$ cat src/rtl/multi_channel_accumulator_if.sv
// rtl/multi_channel_accumulator_if.sv - tagged-increment requests in, registered update reports out
interface multi_channel_accumulator_if #(
  parameter int WIDTH      = 8,
  parameter int INCR_WIDTH = 4,
  parameter int CHANNELS   = 4,
  parameter int CH_W       = (CHANNELS > 1) ? $clog2(CHANNELS) : 1
);
  logic                  i_Valid;
  logic [CH_W-1:0]       i_Channel;
  logic [INCR_WIDTH-1:0] i_Incr;
  logic                  i_Clear;
  logic                  i_StickyClear;
  logic                  o_Valid;
  logic [CH_W-1:0]       o_Channel;
  logic [WIDTH-1:0]      o_Data;
  logic                  o_Overflow;
  logic [CHANNELS-1:0]   o_Sticky;

  modport master (
    output i_Valid, i_Channel, i_Incr, i_Clear, i_StickyClear,
    input  o_Valid, o_Channel, o_Data, o_Overflow, o_Sticky
  );

  modport slave (
    input  i_Valid, i_Channel, i_Incr, i_Clear, i_StickyClear,
    output o_Valid, o_Channel, o_Data, o_Overflow, o_Sticky
  );
endinterface

$ cat src/rtl/multi_channel_accumulator.sv
// rtl/multi_channel_accumulator.sv - per-channel running sums with wrap/saturate and sticky overflow
module multi_channel_accumulator #(
  parameter int WIDTH      = 8,
  parameter int INCR_WIDTH = 4,
  parameter int CHANNELS   = 4,
  parameter int SATURATE   = 0
) (
  input  logic                          i_Clock,
  input  logic                          i_Reset,
  multi_channel_accumulator_if.slave    bus
);
  localparam int             CH_W   = (CHANNELS > 1) ? $clog2(CHANNELS) : 1;
  localparam logic [CH_W:0]  NUM_CH = (CH_W + 1)'(CHANNELS);

  logic [WIDTH-1:0]    acc_q [CHANNELS];
  logic [WIDTH-1:0]    acc_d [CHANNELS];
  logic                valid_q, valid_d;
  logic [CH_W-1:0]     channel_q, channel_d;
  logic [WIDTH-1:0]    data_q, data_d;
  logic                overflow_q, overflow_d;
  logic [CHANNELS-1:0] sticky_q, sticky_d;

  logic                accept;
  logic [WIDTH-1:0]    cur;
  logic [WIDTH:0]      sum;
  logic                ovf;
  logic [WIDTH-1:0]    nxt;

  always_comb begin
    accept = bus.i_Valid && ({1'b0, bus.i_Channel} < NUM_CH);

    // Mux by comparison so an out-of-range tag never indexes past the array.
    cur = '0;
    for (int i = 0; i < CHANNELS; i++) begin
      if (bus.i_Channel == CH_W'(i)) cur = acc_q[i];
    end

    sum = {1'b0, cur} + (WIDTH + 1)'(bus.i_Incr);
    if (bus.i_Clear) begin
      nxt = WIDTH'(bus.i_Incr);
      ovf = 1'b0;
    end else begin
      ovf = sum[WIDTH];
      nxt = ((SATURATE != 0) && sum[WIDTH]) ? {WIDTH{1'b1}} : sum[WIDTH-1:0];
    end

    acc_d      = acc_q;
    valid_d    = accept;
    channel_d  = channel_q;
    data_d     = data_q;
    overflow_d = overflow_q;
    sticky_d   = bus.i_StickyClear ? '0 : sticky_q;

    if (accept) begin
      channel_d  = bus.i_Channel;
      data_d     = nxt;
      overflow_d = ovf;
      // A set landing with a global clear still wins for its own channel.
      for (int i = 0; i < CHANNELS; i++) begin
        if (bus.i_Channel == CH_W'(i)) begin
          acc_d[i]    = nxt;
          sticky_d[i] = sticky_d[i] | ovf;
        end
      end
    end
  end

  always_ff @(posedge i_Clock) begin
    if (i_Reset) begin
      for (int i = 0; i < CHANNELS; i++) acc_q[i] <= '0;
      valid_q    <= 1'b0;
      channel_q  <= '0;
      data_q     <= '0;
      overflow_q <= 1'b0;
      sticky_q   <= '0;
    end else begin
      acc_q      <= acc_d;
      valid_q    <= valid_d;
      channel_q  <= channel_d;
      data_q     <= data_d;
      overflow_q <= overflow_d;
      sticky_q   <= sticky_d;
    end
  end

  assign bus.o_Valid    = valid_q;
  assign bus.o_Channel  = channel_q;
  assign bus.o_Data     = data_q;
  assign bus.o_Overflow = overflow_q;
  assign bus.o_Sticky   = sticky_q;
endmodule

$ cat src/flat_wrapper.sv
// flat-port wrapper written by rule: the top's interface ports become plain ports
module multi_channel_accumulator_flat 
#(
  parameter int WIDTH      = 8,
  parameter int INCR_WIDTH = 4,
  parameter int CHANNELS   = 4,
  parameter int SATURATE   = 0
)
  (i_Clock, i_Reset, bus_i_Valid, bus_i_Channel, bus_i_Incr, bus_i_Clear, bus_i_StickyClear, bus_o_Valid, bus_o_Channel, bus_o_Data, bus_o_Overflow, bus_o_Sticky);
  multi_channel_accumulator_if #(.WIDTH(WIDTH), .INCR_WIDTH(INCR_WIDTH), .CHANNELS(CHANNELS)) bus_i ();
  input  logic i_Clock;
  input  logic i_Reset;
  input wire logic [$bits(bus_i.i_Valid)-1:0] bus_i_Valid;
  input wire logic [$bits(bus_i.i_Channel)-1:0] bus_i_Channel;
  input wire logic [$bits(bus_i.i_Incr)-1:0] bus_i_Incr;
  input wire logic [$bits(bus_i.i_Clear)-1:0] bus_i_Clear;
  input wire logic [$bits(bus_i.i_StickyClear)-1:0] bus_i_StickyClear;
  output wire logic [$bits(bus_i.o_Valid)-1:0] bus_o_Valid;
  output wire logic [$bits(bus_i.o_Channel)-1:0] bus_o_Channel;
  output wire logic [$bits(bus_i.o_Data)-1:0] bus_o_Data;
  output wire logic [$bits(bus_i.o_Overflow)-1:0] bus_o_Overflow;
  output wire logic [$bits(bus_i.o_Sticky)-1:0] bus_o_Sticky;
  assign bus_i.i_Valid = bus_i_Valid;
  assign bus_i.i_Channel = bus_i_Channel;
  assign bus_i.i_Incr = bus_i_Incr;
  assign bus_i.i_Clear = bus_i_Clear;
  assign bus_i.i_StickyClear = bus_i_StickyClear;
  assign bus_o_Valid = bus_i.o_Valid;
  assign bus_o_Channel = bus_i.o_Channel;
  assign bus_o_Data = bus_i.o_Data;
  assign bus_o_Overflow = bus_i.o_Overflow;
  assign bus_o_Sticky = bus_i.o_Sticky;
  multi_channel_accumulator #(.WIDTH(WIDTH), .INCR_WIDTH(INCR_WIDTH), .CHANNELS(CHANNELS), .SATURATE(SATURATE)) u_core (.i_Clock(i_Clock), .i_Reset(i_Reset), .bus(bus_i));
endmodule
$ cat config.mk
export PLATFORM = sky130hd
export DESIGN_NAME = multi_channel_accumulator_flat
export DESIGN_NICKNAME = d
export VERILOG_FILES = /design/src/rtl/multi_channel_accumulator_if.sv /design/src/rtl/multi_channel_accumulator.sv /design/src/flat_wrapper.sv
export SDC_FILE = /design/constraint.sdc
export NUM_CORES = 1
export LEC_CHECK = 0
export ABC_AREA = 1
export BUFFER_PORTS_ARGS = -buffer_cell sky130_fd_sc_hd__buf_2
export CAP_MARGIN = 30
export CORE_UTILIZATION = 60
export DETAILED_ROUTE_END_ITERATION = 12
export PLACE_DENSITY = 0.82
export SETUP_SLACK_MARGIN = 0.2
export SKIP_LAST_GASP = 1
export SLEW_MARGIN = 20
export SYNTH_ARGS = -nofsm -noshare
export SYNTH_HDL_FRONTEND = slang
export SYNTH_SLANG_ARGS = --single-unit
export TNS_END_PERCENT = 50
$ cat constraint.sdc
create_clock -name i_Clock -period 5.3 [get_ports i_Clock]
set_input_delay 0 -clock i_Clock [delete_from_list [all_inputs] [get_ports i_Clock]]
set_output_delay 0 -clock i_Clock [all_outputs]
set_load 0.02 [all_outputs]
==> results of run 1 <==
per-stage QoR:
| stage | hold WS, ns | total power, uW | worst slack, ns | cell area [sq um] |
|---|---|---|---|---|
| 5_1_grt | 0.123 | 758 | 2.75 | 2480 |
| 2_1_floorplan | 0.199 | 478 | 3.36 | 2260 |
| 3_3_place_gp | 0.302 | 505 | 2.97 | 2380 |
| 6_report | 0.0969 | 727 | 2.96 | 2480 |
| 4_1_cts | 0.0961 | 725 | 2.98 | 2480 |
| 3_5_place_dp | 0.304 | 507 | 2.94 | 2380 |
worst max-delay path by stage:
stage,end,slack [ns],cells past startpoint
4_1_cts,u_core.acc_q[17]$_SDFFE_PP0P_,2.98,9
2_1_floorplan,u_core.bus.o_Data[6]$_SDFFE_PP0P_,3.36,14
6_report,u_core.acc_q[17]$_SDFFE_PP0P_,2.96,9
5_1_grt,u_core.acc_q[1]$_SDFFE_PP0P_,2.75,9
3_5_place_dp,u_core.acc_q[1]$_SDFFE_PP0P_,2.94,12
3_3_place_gp,u_core.acc_q[1]$_SDFFE_PP0P_,2.97,12
area by class of cell:
type	instances	area [sq um]	area share
inverter	44	168	0.0676
tap	46	57.6	0.0232
sequential	48	961	0.387
clock buffer	6	82.6	0.0333
clock inverter	2	10.0	0.00404
timing repair buffer	27	140	0.0565
multi-input combinational	205	1060	0.428
power groups by stage:
| stage | logic, uW | registers, uW | clock network (uW) |
|---|---|---|---|
| 2_1_floorplan | 78.2 | 400 | 0 |
| 3_3_place_gp | 111 | 394 | 0 |
| 3_5_place_dp | 113 | 394 | 0 |
| 4_1_cts | 114 | 386 | 225 |
| 5_1_grt | 130 | 388 | 240 |
| 6_report | 115 | 386 | 225 |
placed cells by master, fill, tap and decap left out, types with 2 or more instances in the layout:
cell type / instances
dfxtp_1: 48
a21oi_1: 41
nand3_2: 2
o21ai_1: 3
nand2_4: 2
inv_2: 2
nand2_2: 4
nand4_1: 3
ha_1: 4
buf_2: 26
nor2_1: 26
nand3_1: 11
clkbuf_8: 6
nor2_4: 2
nand2_1: 46
o21ai_0: 47
inv_1: 40
clkinv_2: 2
nor2_2: 3
o22ai_1: 4
cells by family after synthesis:
logic type      after synthesis  share of synthesized area
simple gates                101                      0.211
compound gates               99                      0.228
buf+inv                      57                      0.104
flops                        48                      0.426
fa+ha+maj                     5                     0.0311
flip-flops by register name (all words and copies together), names as in the netlist:
signal	count
u_core.bus.o_Valid	1
u_core.bus.o_Data	8
u_core.bus.o_Overflow	1
u_core.bus.o_Channel	2
u_core.acc_q	32
u_core.bus.o_Sticky	4
critical path, delay by kind of cell (launching register included):
| family | cells | cell delay [ns] |
|---|---|---|
| AOI/OAI and AO/OA | 6 | 1.38 |
| DFF | 1 | 0.31 |
| buffers and inverters | 2 | 0.15 |
| adders and majority gates | 1 | 0.44 |
metal layers:
| metal | track usage | vias to the layer above | share of wire |
|---|---|---|---|
| li1 | - | 1052 | - |
| met1 | 0.368 | 945 | 0.49 |
| met2 | 0.427 | 61 | 0.43 |
| met3 | 0.0725 | 11 | 0.057 |
| met4 | 0.0909 | 0 | 0.016 |
| met5 | 0 | - | 0 |
==> flow_summary.ini, run 1 <==
[worst_hold_path]
min_path_cells = 3
hold_class = in -> reg
hp-start = bus_i_Channel[1]
min_to = u_core.bus.o_Channel[1]$_SDFFE_PP0P_

[sta]
min_period_ns = 2.34
tightest_slew_ns = 0.856
max_slew_margin = 0.428
setup_viol = 0
hold_viol = 0
max_freq_mhz = 428
min_period_over_period = 0.441
slew_viol_final = 0
setup_tns_ns = 0
grt_setup_unrepaired = false
fin_skew_ns = 0.0135

[logic_synthesis]
synthArstFlopShare = 0
ys.flop_type = dfxtp_1
netlist_top_cells_area = dfxtp_1 43%, o21ai_0 10%, a21oi_1 9.1%
synth_top_cells_by_count = 48 x dfxtp_1, 47 x o21ai_0, 46 x nand2_1
ys_ff_latch = 48
synth.distinct_cells = 30
ys_seq_area_frac = 0.426
netlist_instances = 310
yosysWarningCount = 0
syn_area_per_cell_sq_um = 7.28
mappedNetlistArea_sq_um = 2260
synth_edf_count = 0
yosysMostFrequentCell = dfxtp_1
yosys.area.top_type = dfxtp_1
synthDominantCellAreaShare = 0.426
syn-num-nets = 326

[route]
wl_per_cell_microns = 13.3
vias = 2069
finalWirelength_microns = 5050
final_antenna_net_count = 0
via_per_inst = 5.47
drtIter0Drc = 229
drc = 0
drt_pre_antenna_iters = 5

[global_route]
grt_pass1_wl_microns = 8580
grt_start_max_net_pins = 27
antenna_found_initial = 0
first_global_vias = 1928
grtUsageTotal = 0.275
grt_overflow_total = 0

[cells_and_area]
area_growth_pct = 9.93
fillers = 309
drive_gt1_frac = 0.160
nNetsFinal = 347
antennaDiodeCount = 0
fin_util = 0.715
instances_no_fill = 378

[die]
num_rows = 21
die_x_microns = 63.3
boundaryPins = 27
start_util = 0.650
dieArea_sq_um = 4010
die_h_microns = 63.3
coreArea_sq_um = 3470

[placed_design]
gp_congestion = 0.955
hpwlAfterDp_microns = 3590
dp.cells = 369
io_buffers = 26

[power]
combPwrFrac = 0.158
power_frac_clock = 0.310
netSwitchingFraction = 0.288
p_sw_uw = 210
power_density_nw_per_um2 = 293
internal_power_uw = 517
irDropWorstVdd_v = 0.000220
leakage_uw = 0.00113
power_frac_seq = 0.532

[critical_path]
cp_slowest_stage_delay_ns = 0.53
start_kind = flop
worst_ep_arrival_time_ns = 2.57
crit_type = reg -> reg
reg2regPathDepth = 9
crit_path_cell_trace = inv_1 > o21ai_0 > o221ai_1 > o21ai_0 > inv_1 > fa_1 > o21ai_0 > o21ai_0 > a21oi_1
cp-end-kind = flop
crit_start = u_core.acc_q[17]$_SDFFE_PP0P_
rr_endpoint = u_core.acc_q[17]$_SDFFE_PP0P_
worstPathRequired_ns = 5.53
critPathMaxFanout = 5
crit_path_top_delay_cell = o21ai_0
timing.rr.start = u_core.acc_q[17]$_SDFFE_PP0P_
rrSetupSlack_ns = 2.96
cp_common_cell = o21ai_0

[clock_tree]
holdBufCountCts = 1
postCtsSetupBuffers = 0
cts-buffers-inserted = 5
cts-root-buf = clkbuf_8
clockBufferDepth = 2
cts.sinks = 48
cts.clk_slew.worst_paths_ns = 0.08
cts_tree = done
cts_resized = 0
worstSkewPairLatency_ns = 0.31
htreeDepth = 2

[status]
status = completed

[flow_run]
maxCapViolCount = 0
No activity file was read; power rests on OpenSTA's default activity.
==> run 2: changes to the inputs <==
--- a/config.mk
+++ b/config.mk
@@ -5,12 +5,12 @@
 export SDC_FILE = /design/constraint.sdc
 export NUM_CORES = 1
 export LEC_CHECK = 0
-export ABC_AREA = 1
+export ABC_AREA = 0
 export BUFFER_PORTS_ARGS = -buffer_cell sky130_fd_sc_hd__buf_2
 export CAP_MARGIN = 30
-export CORE_UTILIZATION = 60
+export CORE_UTILIZATION = 57
 export DETAILED_ROUTE_END_ITERATION = 12
-export PLACE_DENSITY = 0.82
+export PLACE_DENSITY = 0.78
 export SETUP_SLACK_MARGIN = 0.2
 export SKIP_LAST_GASP = 1
 export SLEW_MARGIN = 20
==> constraint.sdc (replaced) <==
create_clock -name i_Clock -period 2.4 [get_ports i_Clock]
set_input_delay 0 -clock i_Clock [delete_from_list [all_inputs] [get_ports i_Clock]]
set_output_delay 0 -clock i_Clock [all_outputs]
set_load 0.02 [all_outputs]
==> run 2 against run 1 <==
  * Non-clock buffer count up 19
  * Clock-buffer cell count down 1
  * Global-route usage up 1.3 points
  * Clock skew down 0.00081 ns
  * Cell area up 14%
  * Sequential share of layout area down 4.7 points
  * Core utilization up 3.1 points
  * Largest cell class unchanged
  * Cell count down 11%
  * Via count down 0.24%
==> flow_summary.ini, run 2 <==
[die]
num_rows = 22
die_x_microns = 65.9
coreArea_sq_um = 3800
boundaryPins = 27
dieArea_sq_um = 4340
die_h_microns = 65.9
start_util = 0.613

[critical_path]
cp_slowest_stage_delay_ns = 0.48
path_buf_inv = 1
crit_path_top_delay_cell = mux4_2
crit_type = reg -> reg
crit_path_cell_trace = mux4_2 > ha_4 > inv_2 > fa_2 > nor2b_2 > o21a_1 > or3_4 > a41oi_2 > nor2_1
worst_ep_arrival_time_ns = 2.50
crit_family = simple AND/OR/NAND/NOR gates
rrSetupSlack_ns = 0.11
crit_path_end = u_core.acc_q[28]$_SDFFE_PP0P_
start_kind = flop
reg2regPathDepth = 9
timing.rr.start = u_core.acc_q[24]$_SDFFE_PP0P_
cp-end-kind = flop
worstPathRequired_ns = 2.61
rr_endpoint = u_core.acc_q[28]$_SDFFE_PP0P_
crit_start = u_core.acc_q[24]$_SDFFE_PP0P_
critPathMaxFanout = 3
cp.depth = 9

[cells_and_area]
layout_commonest_cell = dfxtp_1
area_growth_pct = 21.8
drive_gt1_frac = 0.321
largest_reg_flops = 32
nNetsFinal = 302
regMostFlops = u_core.acc_q
antennaDiodeCount = 0
layout_common_cells = 44 x dfxtp_1, 35 x nor2_1, 26 x buf_2, 21 x a211oi_1, 19 x buf_4

[route]
drt_pre_antenna_iters = 5
wl_met1_microns = 2560
drtIter0Drc = 163
wl_met3_microns = 347
drc = 0
final_antenna_net_count = 0
top_layer = met4
wl_met2_microns = 2800
finalWirelength_microns = 5870
via_per_inst = 6.16
wl_per_cell_microns = 17.5
vias = 2064

[sta]
min_period_over_period = 0.955
max_freq_mhz = 436
timing.final.ws_setup_ns = 0.108
grt_setup_unrepaired = true
setup_tns_ns = 0
max_slew_margin = 0.577
tightest_slew_ns = 0.627
slew_viol_final = 0
hold_viol = 0
setup_viol = 0
min_period_ns = 2.29
fin_skew_ns = 0.0127

[logic_synthesis]
syn_area_per_cell_sq_um = 9.31
synth_edf_count = 0
synth.distinct_cells = 47
synth_top_cells_by_count = 48 x dfxtp_1, 36 x nor2_1, 22 x a211oi_1
ys_seq_area_frac = 0.413
yosys.area.top_type = dfxtp_1
synthArstFlopShare = 0
syn-num-nets = 266
mappedNetlistArea_sq_um = 2330
yosysWarningCount = 0
netlist_instances = 250
synthDominantCellAreaShare = 0.413
yosysMostFrequentCell = dfxtp_1
netlist_top_cells_area = dfxtp_1 41%, a211oi_1 7.1%, mux4_2 6.8%
ys_ff_latch = 48
ys.flop_type = dfxtp_1

[power]
leakage_uw = 0.00104
irDropWorstVdd_v = 0.000474
power_density_nw_per_um2 = 589

[clock_tree]
cts-root-buf = clkbuf_8
clockBufferDepth = 2
cts.clk_slew.worst_paths_ns = 0.10
htreeDepth = 2
worstSkewPairLatency_ns = 0.31
holdBufCountCts = 0
cts.sinks = 48
cts-buffers-inserted = 5
cts_tree = done

[global_route]
antenna_found_initial = 0
grt_pass1_wl_microns = 9400
grt_start_max_net_pins = 24
grt_overflow_total = 0
grtUsageTotal = 0.288
first_global_vias = 1898

[placed_design]
dpl_worst_slack_ns = 0.0624
hpwlAfterDp_microns = 3890
io_buffers = 26
gp_congestion = 0.849

[flow_run]
maxCapViolCount = 0

[worst_hold_path]
hold_class = in -> reg

[status]
status = completed
-- run 2: cell count changes after synthesis, moves of 8 or more --
cell	previous run	this run
a211oi_1	0	22
a21oi_1	41	6
inv_1	40	8
nand2_1	46	13
nor2_1	26	36
nor2b_1	0	8
o21ai_0	47	10
-- run 2: metal layers --
metal / vias to the layer above / global-route usage
met1: 961 / 0.395
met4: 0 / 0.128
met3: 15 / 0.0379
met2: 99 / 0.448
li1: 989 / -
met5: - / 0
-- run 2: final cells by class --
class | instances | area, sq um
clock buffers | 5 | 68.8
clock inverters | 3 | 47.5
fillers | 266 | 963
multi-input cells | 176 | 1380
repair buffers | 46 | 284
inverters | 9 | 33.8
well taps | 48 | 60.1
flip-flops and latches | 48 | 966
-- run 2: worst reg2reg max path: cells and delay by family, from the launching register on --
family,cells,cell delay [ns]
DFF,1,0.34
adders and majority gates,2,0.38
muxes,1,0.48
buffers and inverters,1,0.05
and+or+nand+nor,3,0.52
AOI/OAI and AO/OA,2,0.41
-- run 2: cells by family after synthesis --
logic type                 Yosys count  synth area share
xor gates and xnor gates             1           0.00376
DFF                                 48             0.413
adders and majority gates            5            0.0301
muxes                               14             0.104
AOI/OAI and AO/OA                   62             0.205
and+or+nand+nor                     94             0.194
buffers and inverters               26            0.0500
-- run 2: timing repair --
item / CTS / global route
resized for setup: 23 / 11
setup endpoints to repair: 28 / 33
pin swaps: 8 / 4
setup buffers: 7 / 1
-- run 2: how the worst min path moves through the flow --
stage | startpoint | to | slack (ns) | cells past startpoint
final | bus_i_StickyClear | u_core.bus.o_Sticky[3]$_SDFF_PP0_ | 0.05 | 4
after detailed placement | bus_i_StickyClear | u_core.bus.o_Sticky[3]$_SDFF_PP0_ | 0.37 | 4
after global placement | bus_i_StickyClear | u_core.bus.o_Sticky[3]$_SDFF_PP0_ | 0.36 | 4
after global routing | bus_i_StickyClear | u_core.bus.o_Sticky[0]$_SDFF_PP0_ | 0.08 | 4
after CTS | bus_i_StickyClear | u_core.bus.o_Sticky[3]$_SDFF_PP0_ | 0.05 | 4
after floorplan | i_Reset | u_core.bus.o_Valid$_SDFF_PP0_ | 0.08 | 1
-- run 2: through the flow --
step	hold WS, ns	total power, uW	util	instance area (sq um)	std cells
3_3_place_gp	0.359	1040	0.665	2530	319
2_1_floorplan	0.0829	987	-	2340	250
5_1_grt	0.0828	1730	0.746	2840	335
3_5_place_dp	0.368	1050	0.665	2530	319
6_report	0.0454	1670	0.746	2840	335
4_1_cts	0.0477	1660	0.734	2790	334
-- run 2: power by group --
group / leakage, uW / total, uW / internal (uW) / switching [uW]
registers: 0.000392 / 832 / 820 / 11.6
clock network: 0.0000583 / 601 / 314 / 287
logic: 0.000590 / 236 / 92.6 / 143
==> run 3: changes to the inputs <==
--- a/config.mk
+++ b/config.mk
@@ -8,9 +8,11 @@
 export ABC_AREA = 0
 export BUFFER_PORTS_ARGS = -buffer_cell sky130_fd_sc_hd__buf_2
 export CAP_MARGIN = 30
-export CORE_UTILIZATION = 57
+export CELL_PAD_IN_SITES_DETAIL_PLACEMENT = 1
+export CELL_PAD_IN_SITES_GLOBAL_PLACEMENT = 1
+export CORE_UTILIZATION = 44
 export DETAILED_ROUTE_END_ITERATION = 12
-export PLACE_DENSITY = 0.78
+export PLACE_DENSITY_LB_ADDON = 0.1
 export SETUP_SLACK_MARGIN = 0.2
 export SKIP_LAST_GASP = 1
 export SLEW_MARGIN = 20
==> run 3 against run 2 <==
  * Sequential share of layout area decreased by 0.45 points
  * Die area increased by 29%
  * Total power increased by 1.7%
  * First-iteration DRC count decreased by 14%
  * Clock skew about the same
  * Sequential power about the same
  * Critical path depth unchanged
  * Sequential cell count unchanged
  * Clock power increased by 2%
  * Largest cell class unchanged
==> flow_summary.ini, run 3 (same netlist as run 2, synthesis figures left out) <==
[status]
status = completed

[die]
num_rows = 26
boundaryPins = 27
dieArea_sq_um = 5580
die_h_microns = 74.7
die_x_microns = 74.7
start_util = 0.456
coreArea_sq_um = 5110

[critical_path]
critPathMaxFanout = 4
worst_ep_arrival_time_ns = 2.53
cp-end-kind = flop
reg2regPathDepth = 9
worstPathRequired_ns = 2.61
timing.rr.start = u_core.acc_q[0]$_SDFFE_PP0P_
start_kind = flop
crit_type = reg -> reg
rrSetupSlack_ns = 0.08
rr_endpoint = u_core.acc_q[14]$_SDFFE_PP0P_

[sta]
setup_tns_ns = 0
min_period_ns = 2.32
max_slew_margin = 0.600
min_period_over_period = 0.965
whs_ns = 0.0256
max_freq_mhz = 432
tightest_slew_ns = 0.598
slew_viol_final = 0
timing.final.ws_setup_ns = 0.0831
fin_skew_ns = 0.0123
hold_viol = 0
setup_viol = 0
grt_setup_unrepaired = true

[cells_and_area]
largest_reg_flops = 32
area_growth_pct = 23.9
drive_gt1_frac = 0.337
antennaDiodeCount = 0
regMostFlops = u_core.acc_q
layout_common_cells = 41 x dfxtp_1, 35 x nor2_1, 26 x buf_2, 20 x a211oi_1, 20 x buf_4
fin_util = 0.565
layout_commonest_cell = dfxtp_1
nNetsFinal = 303

[route]
drtIter0Drc = 140
drt_pre_antenna_iters = 4
vias = 2076
wl_per_cell_microns = 19.5
finalWirelength_microns = 6970
drc = 0
via_per_inst = 5.80
final_antenna_net_count = 0

[clock_tree]
cts-buffers-inserted = 5
cts_tree = done
worstSkewPairLatency_ns = 0.32
htreeDepth = 2
cts-root-buf = clkbuf_8
cts.clk_slew.worst_paths_ns = 0.09
clockBufferDepth = 2
cts.sinks = 48

[power]
power_frac_seq = 0.490
power_density_nw_per_um2 = 589
power_uw = 1700
power_frac_clock = 0.360
p_sw_uw = 470
combPwrFrac = 0.150
irDropWorstVdd_v = 0.000297
internal_power_uw = 1230
leakage_uw = 0.00106
netSwitchingFraction = 0.277

[flow_run]
maxCapViolCount = 0

[worst_hold_path]
hp-start = bus_i_StickyClear
min_to = u_core.bus.o_Sticky[1]$_SDFF_PP0_
hold_class = in -> reg
min_path_cells = 4

[global_route]
antenna_found_initial = 0
grtUsageTotal = 0.261
grt_pass1_wl_microns = 10600
grt_overflow_total = 0
first_global_vias = 2009
grt_start_max_net_pins = 26

[placed_design]
dpl_worst_slack_ns = 0.0213
io_buffers = 26
gp_congestion = 0.798
hpwlAfterDp_microns = 4580
==> run 3: final cells by class <==
class / count / area (sq um)
clock buffers: 5 / 68.8
clock inverters: 3 / 42.5
fillers: 604 / 2220
inverters: 9 / 36.3
multi-input cells: 176 / 1390
flip-flops and latches: 48 / 970
well taps: 70 / 87.6
repair buffers: 47 / 292
==> run 3: metal layers <==
metal | vias up | wire, microns | part of all wire | track usage
li1 | 990 | - | - | -
met1 | 1023 | 3130 | 0.45 | 0.346
met2 | 55 | 3390 | 0.49 | 0.430
met3 | 8 | 349 | 0.050 | 0.0522
met4 | 0 | 106 | 0.015 | 0.0776
met5 | - | 0 | 0 | 0
==> run 3: through the flow <==
stage | std cells | area [sq um]
after global routing | 358 | 2880
after CTS | 354 | 2780
final | 358 | 2880
after global placement | 343 | 2570
after detailed placement | 343 | 2570
after floorplan | 250 | 2340
==> run 3: worst max path at each step <==
stage / startpoint / endpoint / slack (ns) / cells past startpoint
after floorplan: bus_i_Channel[0] / u_core.acc_q[28]$_SDFFE_PP0P_ / 0.20 / 11
after global placement: bus_i_Channel[1] / u_core.acc_q[12]$_SDFFE_PP0P_ / 0.11 / 8
after detailed placement: bus_i_Channel[1] / u_core.bus.o_Data[3]$_SDFFE_PP0P_ / 0.02 / 8
after CTS: u_core.acc_q[0]$_SDFFE_PP0P_ / u_core.acc_q[28]$_SDFFE_PP0P_ / 0.16 / 9
after global routing: u_core.acc_q[0]$_SDFFE_PP0P_ / u_core.acc_q[28]$_SDFFE_PP0P_ / 0.04 / 9
final: u_core.acc_q[0]$_SDFFE_PP0P_ / u_core.acc_q[14]$_SDFFE_PP0P_ / 0.08 / 9
==> run 3: worst max-delay path: stages, from the launching register on <==
cell and delay (ns):
dfxtp_2 0.33, mux4_2 0.50, ha_4 0.20, inv_4 0.06, fa_2 0.24, nor2b_4 0.07
o21ai_4 0.26, a21o_1 0.22, nor3_1 0.08, a311o_1 0.27
==> run 3: timing repair <==
item                                    in CTS  in global routing
pin swaps                                    7                 16
gates cloned                                 0                  0
endpoints found under the setup margin      34                 39
buffers inserted                             3                  4
gates resized for setup                     15                 25
hold buffers                                 0                  0
==> run 3: power by group through the flow <==
stage	Combinational (uW)	Sequential (uW)	Clock [uW]
6_report	255	832	611
4_1_cts	223	831	610
3_3_place_gp	201	848	0
3_5_place_dp	205	849	0
5_1_grt	275	835	637
2_1_floorplan	129	857	0
